`src/rtl/serdes_ser_gearbox.sv`:
```
// Single-clock parallel-to-serial gearbox with a one-word holding buffer for gapless streaming.
// Define SERDES_SER_IDLE_FILL_EN to drive IDLE_PATTERN on sdata_out whenever no word is shifting.
module serdes_ser_gearbox #(
  parameter int DATA_WIDTH = 8,
  parameter int SER_WIDTH = 1,
  parameter bit MSB_FIRST = 1'b0,
  parameter logic [SER_WIDTH-1:0] IDLE_PATTERN = '0
) (
  input  logic                  sclk,
  input  logic                  rst_n,
  input  logic [DATA_WIDTH-1:0] pdata_in,
  input  logic                  pdata_valid,
  output logic                  pdata_ready,
  output logic [SER_WIDTH-1:0]  sdata_out,
  output logic                  sdata_valid,
  output logic                  sdata_sof,
  output logic                  busy
);

  localparam int BEATS = DATA_WIDTH / SER_WIDTH;
  localparam int CNT_W = (BEATS > 1) ? $clog2(BEATS) : 1;
  localparam logic [CNT_W-1:0] LAST_BEAT = CNT_W'(BEATS - 1);

  if (DATA_WIDTH % SER_WIDTH != 0) begin : g_bad_width
    $error("serdes_ser_gearbox: SER_WIDTH must divide DATA_WIDTH");
  end

`ifdef SERDES_SER_IDLE_FILL_EN
  localparam logic [SER_WIDTH-1:0] IDLE_OUT = IDLE_PATTERN;
`else
  localparam logic [SER_WIDTH-1:0] IDLE_OUT = IDLE_PATTERN & '0;
`endif

  typedef enum logic {IDLE, SHIFT} state_t;

  state_t                state;
  logic [DATA_WIDTH-1:0] shift_word;
  logic [DATA_WIDTH-1:0] hold_word;
  logic [DATA_WIDTH-1:0] load_word;
  logic [CNT_W-1:0]      beat_cnt;
  logic                  hold_valid;
  logic                  accept;

  function automatic logic [SER_WIDTH-1:0] beat_of(input logic [DATA_WIDTH-1:0] w, input int k);
    int shamt;
    shamt = MSB_FIRST ? DATA_WIDTH - (k + 1) * SER_WIDTH : k * SER_WIDTH;
    beat_of = SER_WIDTH'(w >> shamt);
  endfunction

  assign pdata_ready = !hold_valid;
  assign accept      = pdata_valid && pdata_ready;
  assign busy        = (state == SHIFT) || hold_valid;
  assign load_word   = hold_valid ? hold_word : pdata_in;

  always_ff @(posedge sclk or negedge rst_n) begin
    if (!rst_n) begin
      state       <= IDLE;
      shift_word  <= '0;
      hold_word   <= '0;
      hold_valid  <= 1'b0;
      beat_cnt    <= '0;
      sdata_out   <= '0;
      sdata_valid <= 1'b0;
      sdata_sof   <= 1'b0;
    end else if (state == SHIFT && beat_cnt != LAST_BEAT) begin
      beat_cnt  <= beat_cnt + CNT_W'(1);
      sdata_out <= beat_of(shift_word, int'(beat_cnt) + 1);
      sdata_sof <= 1'b0;
      if (accept) begin
        hold_word  <= pdata_in;
        hold_valid <= 1'b1;
      end
    end else if (hold_valid || accept) begin
      // IDLE accept and last-beat reload share this path so beat 0 timing is identical
      state       <= SHIFT;
      shift_word  <= load_word;
      hold_valid  <= 1'b0;
      beat_cnt    <= '0;
      sdata_out   <= beat_of(load_word, 0);
      sdata_valid <= 1'b1;
      sdata_sof   <= 1'b1;
    end else begin
      state       <= IDLE;
      beat_cnt    <= '0;
      sdata_out   <= IDLE_OUT;
      sdata_valid <= 1'b0;
      sdata_sof   <= 1'b0;
    end
  end

endmodule

```
`config.mk`:
```
export PLATFORM = sky130hd
export DESIGN_NAME = serdes_ser_gearbox
export DESIGN_NICKNAME = d
export VERILOG_FILES = /design/src/rtl/serdes_ser_gearbox.sv
export SDC_FILE = /design/constraint.sdc
export NUM_CORES = 1
export LEC_CHECK = 0
export CORE_MARGIN = 2
export CORE_UTILIZATION = 35
export CTS_CLUSTER_SIZE = 16
export DETAILED_ROUTE_END_ITERATION = 7
export DONT_BUFFER_PORTS = 1
export PLACE_DENSITY = 0.51
export SYNTH_ARGS = -nofsm -noshare
export SYNTH_HDL_FRONTEND = slang
export SYNTH_SLANG_ARGS = --single-unit
export TNS_END_PERCENT = 100
```
`constraint.sdc`:
```
create_clock -name sclk -period 3.1 [get_ports sclk]
set_input_delay 0.31 -clock sclk [delete_from_list [all_inputs] [get_ports sclk]]
set_output_delay 0.31 -clock sclk [all_outputs]
set_load 0.05 [all_outputs]
```
==> impl_metrics.env <==
export IMPL_required_ns=3.30
export IMPL_rows=18
export IMPL_gp_congestion=0.711
export IMPL_drive_gt1_frac=0.188
export IMPL_rsz0062_at_grt="false"
export IMPL_cp_end_kind="flop"
export IMPL_grt_overflow_total=0
export IMPL_r2r_start="beat_cnt[0]"
export IMPL_nNetsFinal=94
export IMPL_ir_worst_vdd_v=0.000530
export IMPL_dpl_hpwl_mm=1.11
export IMPL_numCtsBuffers=3
export IMPL_synth_cells=77
export IMPL_vias_per_cell=5.15
export IMPL_yosys_warnings=0
export IMPL_fin_util=0.407
export IMPL_drc_errors=0
export IMPL_relSlewSlack=0.358
export IMPL_finalSetupViolCount=0
export IMPL_outcome="finished, final reports clean"
export IMPL_cts_root_buffer="clkbuf_4"
export IMPL_powerDensity_mw_per_mm2=1010
export IMPL_clock_skew_ns=0.00302
export IMPL_tns_ns=0
export IMPL_total_power_w=0.00105
export IMPL_rrSetupSlack_ns=1.02
export IMPL_insertion_delay_ns=0.30
export IMPL_drt_wl_total_mm=1.56
export IMPL_min_from="pdata_in[1]"
export IMPL_hold_viol_final=0
export IMPL_initial_core_util=0.377
export IMPL_syn_area_um2=958
export IMPL_first_global_vias=571
export IMPL_cts_setup_buffers=0
export IMPL_die_area_mm2=0.00317
export IMPL_core_area_mm2=0.00254
export IMPL_power_leakage_nw=0.480
export IMPL_synth_seq_cells=22
export IMPL_insertedDiodeCount=0
export IMPL_reg2reg_depth=6
export IMPL_path_max_fanout=11
export IMPL_die_h_um=56.3
export IMPL_ys_seq_area_frac=0.574
export IMPL_fill_cells=263
export IMPL_cts_sinks=22
export IMPL_antenna_found_initial=0
export IMPL_crit_path_start_kind="flop"
export IMPL_path_class="reg2reg"
export IMPL_die_width_um=56.3
export IMPL_cts_tree="built"
export IMPL_pin_count=16
export IMPL_cp_endpoint="hold_word[0]"
export IMPL_clock_path_buffers=2
export IMPL_worstReg2RegEnd="hold_word[0]"
export IMPL_finalCritPeriodShare=0.669
export IMPL_syn_to_final_growth_pct=8.09
export IMPL_yosysUniqueCellTypes=21
export IMPL_hp_class="in2reg"
export IMPL_min_period_ns=2.08
export IMPL_drv_slew=0
export IMPL_drv_cap=0
export IMPL_fmax_mhz=482
export IMPL_instances_no_fill=110
export IMPL_dp_cells=105
export IMPL_dr_total_vias=567
export IMPL_grt_pass1_wl_mm=2.79
export IMPL_grt_usage=0.116
export IMPL_htreeDepth=1
export IMPL_dr_pass1_iters=3
export IMPL_drt_initial_drc_count=9
export IMPL_clkTransAtPathRegs_ns=0.12
export IMPL_critPathArrivalTime_ns=2.28
export IMPL_grt_start_max_net_pins=23
export IMPL_cts_resized=0
export IMPL_avgSynthCellArea_um2=12.4
export IMPL_tightestPinTransition_ns=0.960
export IMPL_ant_nets=0
export IMPL_startpoint="beat_cnt[0]"
export IMPL_synthesis_nets=90
export IMPL_wl_per_cell_um=14.2
export IMPL_port_buffers=0
-- worst min path at each step --
stage / cells past startpoint / slack [ns] / end
detailed placement: 0 / 0.01 / sdata_sof
finish: 1 / 0.14 / hold_word[1]
global route: 1 / 0.13 / hold_word[4]
floorplan: 0 / 0.01 / beat_cnt[0]
CTS: 1 / 0.13 / hold_word[1]
global placement: 0 / 0.01 / sdata_sof
-- worst max-delay path, cell delays in order, from the launching register on --
cell,delay (ns)
dfrtp_1,0.46
ha_1,0.23
ha_1,0.19
nor2b_1,0.12
buf_4,0.18
and3_1,0.41
mux2_2,0.38
-- metal layers --
| layer | wire (um) | vias up | share of wire | track usage |
|---|---|---|---|---|
| li1 | - | 279 | - | - |
| met1 | 729 | 272 | 0.47 | 0.152 |
| met2 | 727 | 14 | 0.47 | 0.176 |
| met3 | 91 | 2 | 0.058 | 0.0507 |
| met4 | 14 | 0 | 0.0090 | 0.0306 |
| met5 | 0 | - | 0 | 0 |
-- cells in the mapped netlist --
| library cell | n | share of area |
|---|---|---|
| o21ai_1 | 1 | 0.0052 |
| buf_2 | 2 | 0.010 |
| nand2b_1 | 1 | 0.0065 |
| and2_1 | 2 | 0.013 |
| mux2_2 | 8 | 0.094 |
| nand2_1 | 3 | 0.012 |
| nand3b_1 | 1 | 0.0078 |
| nor2b_1 | 1 | 0.0065 |
| mux2i_1 | 8 | 0.084 |
| o211ai_1 | 1 | 0.0078 |
| inv_1 | 2 | 0.0078 |
| dfrtp_1 | 22 | 0.57 |
| nor2_1 | 3 | 0.012 |
| ha_1 | 2 | 0.026 |
| o2111ai_1 | 1 | 0.0091 |
| mux4_2 | 1 | 0.023 |
| o21ai_0 | 14 | 0.073 |
| or2_2 | 1 | 0.0065 |
| and3_1 | 1 | 0.0065 |
| o311a_1 | 1 | 0.010 |
| clkbuf_1 | 1 | 0.0039 |
-- power by group --
part / internal (W) / switching, W
clock network: 0.0000717 / 0.0000842
logic: 0.000189 / 0.000159
registers: 0.000420 / 0.000122
total: 0.000681 / 0.000365
-- metrics by stage --
stage	area, um2	hold WS [ns]	worst slack [ns]
2_1_floorplan	958	0.0144	1.41
3_3_place_gp	990	0.0149	1.03
3_5_place_dp	990	0.0148	1.04
4_1_cts	1040	0.135	1.00
5_1_grt	1040	0.128	0.878
6_report	1040	0.143	1.02
-- layout by cell type, fill, tap and decap left out --
| master | netlist | routed |
|---|---|---|
| dfrtp_1 | 22 | 22 |
| o21ai_0 | 14 | 14 |
| mux2i_1 | 8 | 8 |
| mux2_2 | 8 | 8 |
| nor2_1 | 3 | 3 |
| nand2_1 | 3 | 3 |
| clkbuf_4 | 0 | 3 |
| and2_1 | 2 | 2 |
| inv_1 | 2 | 2 |
| ha_1 | 2 | 2 |
| nor2b_1 | 1 | 1 |
| nand2b_1 | 1 | 1 |
| or2_2 | 1 | 1 |
| o21ai_1 | 1 | 1 |
| mux4_2 | 1 | 1 |
| o211ai_1 | 1 | 1 |
| nand3b_1 | 1 | 1 |
| o2111ai_1 | 1 | 1 |
| o311a_1 | 1 | 1 |
| and3_1 | 1 | 1 |
| clkbuf_8 | 0 | 1 |
| dlygate4sd3_1 | 0 | 1 |
| buf_4 | 0 | 1 |
-- registers in the layout, summed over array words and instances, names as in the netlist --
name / cells
sdata_sof: 1
beat_cnt: 3
state: 1
hold_word: 8
shift_word: 7
hold_valid: 1
sdata_out: 1
-- cell families (layout without fill, tap and decap cells) --
kind of cell | after synthesis | after routing | share of synthesized area
buf+inv | 5 | 8 | 0.0222
flops | 22 | 22 | 0.574
fa+ha+maj | 2 | 2 | 0.0261
simple gates | 13 | 13 | 0.0705
compound gates | 18 | 18 | 0.106
mux | 17 | 17 | 0.201
-- final cells by class --
class                      count  area [um2]  share of cell area
clock buffer                   4        36.3              0.0350
inverter                       2        7.51             0.00725
multi-input combinational     50         387               0.373
sequential                    22         551               0.531
tap                           30        37.5              0.0362
timing repair buffer           2        17.5              0.0169
-- repair_timing --
item	in CTS	in global routing
setup endpoints to repair	0	0
endpoints found under the hold margin	22	0
hold buffers	1	0
Power figures use the tool's default switching activity.
